--- src/rtl/lsu_pkg.sv ---
// lsu_pkg: funct3 encodings, FSM state type and access-decode helpers
// shared by lsu_mem_stage and load_extract.
package lsu_pkg;

  localparam logic [2:0] F3_B  = 3'b000;
  localparam logic [2:0] F3_H  = 3'b001;
  localparam logic [2:0] F3_W  = 3'b010;
  localparam logic [2:0] F3_BU = 3'b100;
  localparam logic [2:0] F3_HU = 3'b101;

  typedef enum logic [2:0] {IDLE, STORE, LOAD, WAIT, RESP, ERR} lsu_state_t;

  // Byte-lane enables for a store of the given size at the given lane offset.
  function automatic logic [3:0] store_be(input logic [2:0] funct3, input logic [1:0] addr_lo);
    logic [3:0] be;
    case (funct3)
      F3_B:    be = 4'b0001 << addr_lo;
      F3_H:    be = addr_lo[1] ? 4'b1100 : 4'b0011;
      F3_W:    be = 4'b1111;
      default: be = 4'b0000;
    endcase
    return be;
  endfunction

  // Flags any access that cannot be performed: misaligned halves/words and
  // funct3 encodings that are not a valid load (or store, when is_store).
  function automatic logic misaligned(input logic [2:0] funct3, input logic [1:0] addr_lo,
                                      input logic is_store);
    logic bad;
    case (funct3)
      F3_B:    bad = 1'b0;
      F3_H:    bad = addr_lo[0];
      F3_W:    bad = |addr_lo;
      F3_BU:   bad = is_store;
      F3_HU:   bad = is_store | addr_lo[0];
      default: bad = 1'b1;
    endcase
    return bad;
  endfunction

endpackage

--- src/rtl/lsu_mem_stage_load_extract.sv ---
// load_extract: selects the addressed byte/half of a raw memory word and
// sign- or zero-extends it according to the load funct3.
module load_extract
  import lsu_pkg::*;
(
  input  logic [31:0] raw_i,
  input  logic [1:0]  addr_lo_i,
  input  logic [2:0]  funct3_i,
  output logic [31:0] data_o
);

  logic [7:0]  byte_sel;
  logic [15:0] half_sel;

  // Lane selection followed by extension
  always_comb begin
    case (addr_lo_i)
      2'd0:    byte_sel = raw_i[7:0];
      2'd1:    byte_sel = raw_i[15:8];
      2'd2:    byte_sel = raw_i[23:16];
      default: byte_sel = raw_i[31:24];
    endcase
    half_sel = addr_lo_i[1] ? raw_i[31:16] : raw_i[15:0];
    case (funct3_i)
      F3_B:    data_o = {{24{byte_sel[7]}}, byte_sel};
      F3_H:    data_o = {{16{half_sel[15]}}, half_sel};
      F3_BU:   data_o = {24'h0, byte_sel};
      F3_HU:   data_o = {16'h0, half_sel};
      default: data_o = raw_i;
    endcase
  end

endmodule

--- src/rtl/lsu_mem_stage.sv ---
// lsu_mem_stage: sequences MEM-stage loads/stores onto a word-wide data
// memory, aligns load data and stalls upstream while an access is in flight.
// Optional macro LSU_PERF_EN adds saturating 16-bit load/store/error counters.
module lsu_mem_stage
  import lsu_pkg::*;
#(
  parameter int DM_ADDRESS = 9,
  parameter int DATA_W     = 32,
  parameter int MEM_LAT    = 1
) (
  input  logic                  clk,
  input  logic                  reset,
  input  logic                  req_valid,
  input  logic                  req_read,
  input  logic                  req_write,
  input  logic [DM_ADDRESS-1:0] req_addr,
  input  logic [DATA_W-1:0]     req_wdata,
  input  logic [2:0]            req_funct3,
  output logic                  req_ready,
  output logic                  stall,
  output logic [DM_ADDRESS-3:0] mem_addr,
  output logic                  mem_re,
  output logic                  mem_we,
  output logic [3:0]            mem_be,
  output logic [DATA_W-1:0]     mem_wdata,
  input  logic [DATA_W-1:0]     mem_rdata,
  output logic                  resp_valid,
  output logic [DATA_W-1:0]     resp_data,
  output logic                  access_err
`ifdef LSU_PERF_EN
  ,
  output logic [15:0]           load_cnt,
  output logic [15:0]           store_cnt,
  output logic [15:0]           err_cnt
`endif
);

  lsu_state_t            state_q, state_d;
  logic [DM_ADDRESS-1:0] addr_q, addr_d;
  logic [DATA_W-1:0]     wdata_q, wdata_d;
  logic [2:0]            f3_q, f3_d;
  logic                  store_q, store_d;
  logic [1:0]            cnt_q, cnt_d;
  logic [DATA_W-1:0]     resp_data_q, resp_data_d;
  logic [DATA_W-1:0]     ext_data;

  logic req_any, illegal, accept;

  assign req_any = req_valid & (req_read | req_write);
  assign illegal = (req_read & req_write) | misaligned(req_funct3, req_addr[1:0], req_write);
  assign accept  = (state_q == IDLE) & req_any;

  load_extract u_extract (
    .raw_i    (mem_rdata),
    .addr_lo_i(addr_q[1:0]),
    .funct3_i (f3_q),
    .data_o   (ext_data)
  );

  // State and datapath registers; reset aborts any access in flight
  always_ff @(posedge clk) begin
    if (reset) begin
      state_q     <= IDLE;
      addr_q      <= '0;
      wdata_q     <= '0;
      f3_q        <= '0;
      store_q     <= 1'b0;
      cnt_q       <= '0;
      resp_data_q <= '0;
    end else begin
      state_q     <= state_d;
      addr_q      <= addr_d;
      wdata_q     <= wdata_d;
      f3_q        <= f3_d;
      store_q     <= store_d;
      cnt_q       <= cnt_d;
      resp_data_q <= resp_data_d;
    end
  end

  // Next-state logic
  always_comb begin
    state_d = state_q;
    case (state_q)
      IDLE:    if (req_any) state_d = illegal ? ERR : (req_write ? STORE : LOAD);
      STORE:   state_d = IDLE;
      LOAD:    state_d = WAIT;
      WAIT:    if (cnt_q == 2'd0) state_d = RESP;
      RESP:    state_d = IDLE;
      ERR:     state_d = IDLE;
      default: state_d = IDLE;
    endcase
  end

  // Request capture, latency countdown and load-result capture
  always_comb begin
    addr_d      = addr_q;
    wdata_d     = wdata_q;
    f3_d        = f3_q;
    store_d     = store_q;
    cnt_d       = cnt_q;
    resp_data_d = resp_data_q;
    if (accept) begin
      addr_d  = req_addr;
      wdata_d = req_wdata;
      f3_d    = req_funct3;
      store_d = req_write;
      // A rejected load still completes with a zero result.
      if (illegal && !req_write) resp_data_d = '0;
    end
    if (state_q == LOAD) begin
      cnt_d = 2'(MEM_LAT - 1);
    end else if (state_q == WAIT) begin
      if (cnt_q == 2'd0) resp_data_d = ext_data;
      else               cnt_d = cnt_q - 2'd1;
    end
  end

  // Outputs decoded from the current state and the captured request
  always_comb begin
    req_ready  = (state_q == IDLE);
    stall      = (state_q != IDLE) | (req_any & ~req_ready);
    mem_re     = (state_q == LOAD);
    mem_we     = (state_q == STORE);
    mem_be     = 4'b0000;
    mem_wdata  = '0;
    if (state_q == STORE) begin
      mem_be = store_be(f3_q, addr_q[1:0]);
      case (f3_q)
        F3_B:    mem_wdata = {4{wdata_q[7:0]}};
        F3_H:    mem_wdata = {2{wdata_q[15:0]}};
        default: mem_wdata = wdata_q;
      endcase
    end
    resp_valid = (state_q == RESP) | ((state_q == ERR) & ~store_q);
    access_err = (state_q == ERR);
  end

  assign mem_addr  = addr_q[DM_ADDRESS-1:2];
  assign resp_data = resp_data_q;

`ifdef LSU_PERF_EN
  logic [15:0] load_cnt_q, store_cnt_q, err_cnt_q;

  // Saturating completion counters
  always_ff @(posedge clk) begin
    if (reset) begin
      load_cnt_q  <= '0;
      store_cnt_q <= '0;
      err_cnt_q   <= '0;
    end else begin
      if (state_q == RESP  && load_cnt_q  != 16'hFFFF) load_cnt_q  <= load_cnt_q + 16'd1;
      if (state_q == STORE && store_cnt_q != 16'hFFFF) store_cnt_q <= store_cnt_q + 16'd1;
      if (state_q == ERR   && err_cnt_q   != 16'hFFFF) err_cnt_q   <= err_cnt_q + 16'd1;
    end
  end

  assign load_cnt  = load_cnt_q;
  assign store_cnt = store_cnt_q;
  assign err_cnt   = err_cnt_q;
`endif

endmodule

--- config.mk ---
export PLATFORM = sky130hd
export DESIGN_NAME = lsu_mem_stage
export DESIGN_NICKNAME = d
export VERILOG_FILES = /design/src/rtl/lsu_pkg.sv /design/src/rtl/lsu_mem_stage_load_extract.sv /design/src/rtl/lsu_mem_stage.sv
export SDC_FILE = /design/constraint.sdc
export NUM_CORES = 1
export LEC_CHECK = 0
export CAP_MARGIN = 5
export CORE_MARGIN = 2
export CORE_UTILIZATION = 44
export DETAILED_ROUTE_END_ITERATION = 7
export GPL_TIMING_DRIVEN = 1
export HOLD_SLACK_MARGIN = 0.03
export PLACE_DENSITY = 0.8
export SETUP_SLACK_MARGIN = 0.05
export SYNTH_ARGS = -nofsm -noshare
export SYNTH_HDL_FRONTEND = slang
export SYNTH_SLANG_ARGS = --single-unit
--- constraint.sdc ---
create_clock -name clk -period 2.06 [get_ports clk]
set_clock_uncertainty 0.05 [all_clocks]
set_input_delay 0.206 -clock clk [delete_from_list [all_inputs] [get_ports clk]]
set_output_delay 0.206 -clock clk [all_outputs]
set_load 0.02 [all_outputs]
==> out/metrics.csv <==
metric;value;unit
status;completed;
required;1.80;ns
ios;162;
grt_pass1_vias;4600;
instances_no_fill;855;
max_stage_delay;0.32;ns
wl_per_cell;16.8;µm
clockBufferDepth;2;
cts_tree;yes;
fp.dieH;102;µm
area_delta_synth_final;48.3;%
hold_viol;0;
netlist_instances;553;
die_w;102;µm
cp_max_fo;4;
path_buf_inv;2;
mappedNetlistNets;635;
min_path_type;in2reg;
synth_most_common_cell;nand2_1;
crit_type;reg2out;
cap_violations;0;
drive_gt1_frac;0.164;
clock_sinks;82;
synth_top_flop_cell;dfxtp_1;
finalSetupTns;0;ns
avgSynthCellArea;7.63;µm²
max_freq;504;MHz
yosys_warnings;0;
crit_path_end_kind;output port;
min_period;1.98;ns
start_util;0.454;
yosys-top-cells-area;dfxtp_1, nand2_1, a21oi_1;
antenna_found_initial;0;
syn_area;4220;µm²
numCtsBuffers;9;
grt_use_total;0.269;
setup_viol;0;
p_leak;2.31;nW
cts-root-buf;clkbuf_8;
cts_hold_buf;0;
stdcell_area;6260;µm²
dieArea;10400;µm²
route.detailed.drc;0;
grt_pass1_wl;22.0;mm
numPortBuffers;161;
synth_edf_count;0;
h-tree-depth;3;
hpwl;10.4;mm
ys_top_cells_by_count;nand2_1, dfxtp_1, a21oi_1;
grt-ovfl-total;0;
path_cells;nand3b_1 -> buf_4 -> a211o_1 -> a21oi_1 -> clkbuf_2;
synth_area_leader_cell;dfxtp_1;
rsz0062_at_grt;false;
place_congestion;0.986;
power.total;3.62;mW
ys_types;46;
cpMaxStageDelayCell;dfxtp_1;
core_area;9280;µm²
place_inst;834;
grt_max_degree;49;
synth_top_area_share;0.389;
clk_latency;0.35;ns
setup_ws;0.0767;ns
nNetsFinal;803;
start_kind;flop;
peakVddDrop;0.294;mV
p_per_area;579;nW/µm²
worst_path_dominant_cell_family;compound AO/OA/AOI/OAI gates;
row_count;35;
antenna_cells;0;
regArea;1640;µm²
cp.arrival;1.73;ns
report.final.slew_viol_count;0;
slew_headroom;0.611;
clkSlewWorstSetupHoldPaths;0.09;ns
synth_seq_area_share;0.389;
first_pass_iters;5;
ant_nets;0;
worst_pin_slew;0.581;ns
fillers;813;
drtIter0Drc;220;
post-place-ws;0.0102;ns
placed_cell_area;6100;µm²
multi_input_area;2280;µm²
ys_ff_latch;82;
fin_crit_sh;0.963;
finalWirelength;14.4;mm
async_flop_share;0;
routed-via-count;4679;
via_per_inst;5.47;
## where the power goes
part	internal [mW]	switching, mW	total (mW)
Sequential	1.65	0.0455	1.69
Clock	0.470	0.602	1.07
Combinational	0.405	0.456	0.860
Total	2.52	1.10	3.62
## cell usage in the layout, fill, tap and decap left out, types with 11 or more instances in the layout
| cell | count |
|---|---|
| o21ai_0 | 23 |
| clkbuf_2 | 18 |
| a211oi_2 | 12 |
| buf_4 | 35 |
| a21oi_1 | 67 |
| dfxtp_1 | 80 |
| and2_1 | 15 |
| a211oi_1 | 12 |
| nor2_1 | 36 |
| mux2i_1 | 11 |
| clkdlybuf4s50_1 | 119 |
| nand2_1 | 152 |
## tightest hold or removal path, stage by stage
cell	delay, ns
clkdlybuf4s50_1	0.40
nand2_1	0.05
a21oi_1	0.05
## per-stage QoR
step                       util  hold WS, ns
after floorplan               -        0.292
after global placement    0.657        0.393
after detailed placement  0.657        0.397
after CTS                 0.675        0.330
after global routing      0.674        0.337
final                     0.674        0.342
## per-layer routing
metal  track usage  vias up  share of wire
li1              -     2216              -
met1         0.329     2181           0.42
met2         0.457      238           0.47
met3        0.0616       44          0.086
met4         0.111        0          0.032
met5             0        -              0
## timing repair
action	CTS	global route
pin swaps	0	1
setup buffers	0	2
setup endpoints to repair	40	42
cloned	0	3
gates resized for setup	79	61
endpoints found under the hold margin	0	0
## sequential cells by signal, summed over array words and instances, names as in the netlist
signal,count
state_q,3
store_q,1
cnt_q,2
resp_data,32
wdata_q,32
f3_q,3
addr_q,9
## path summary, 6_finish.rpt
kind	cells after the start	endpoint	slack [ns]	startpoint
hold / removal	3	addr_q[2]	0.34	req_addr[2]
setup / recovery	5	mem_be[3]	0.08	state_q[2]
setup reg to reg	6	resp_data[9]	0.16	state_q[0]
hold reg to reg	2	addr_q[2]	0.41	addr_q[2]
## cells by family after synthesis
kind of cell / synth area share
mux: 0.0314
compound gates: 0.236
fa+ha+maj: 0.00297
flops: 0.389
simple gates: 0.261
buf+inv: 0.0798
## layout make-up
class / instances / share of cell area
Clock buffer: 12 / 0.0232
Clock inverter: 4 / 0.00440
Timing Repair inverter: 1 / 0.00120
Inverter: 10 / 0.00660
Multi-Input combinational cell: 411 / 0.365
Timing Repair Buffer: 206 / 0.312
Sequential cell: 82 / 0.263
Tap cell: 129 / 0.0258
(Power assumes the default switching activity.)
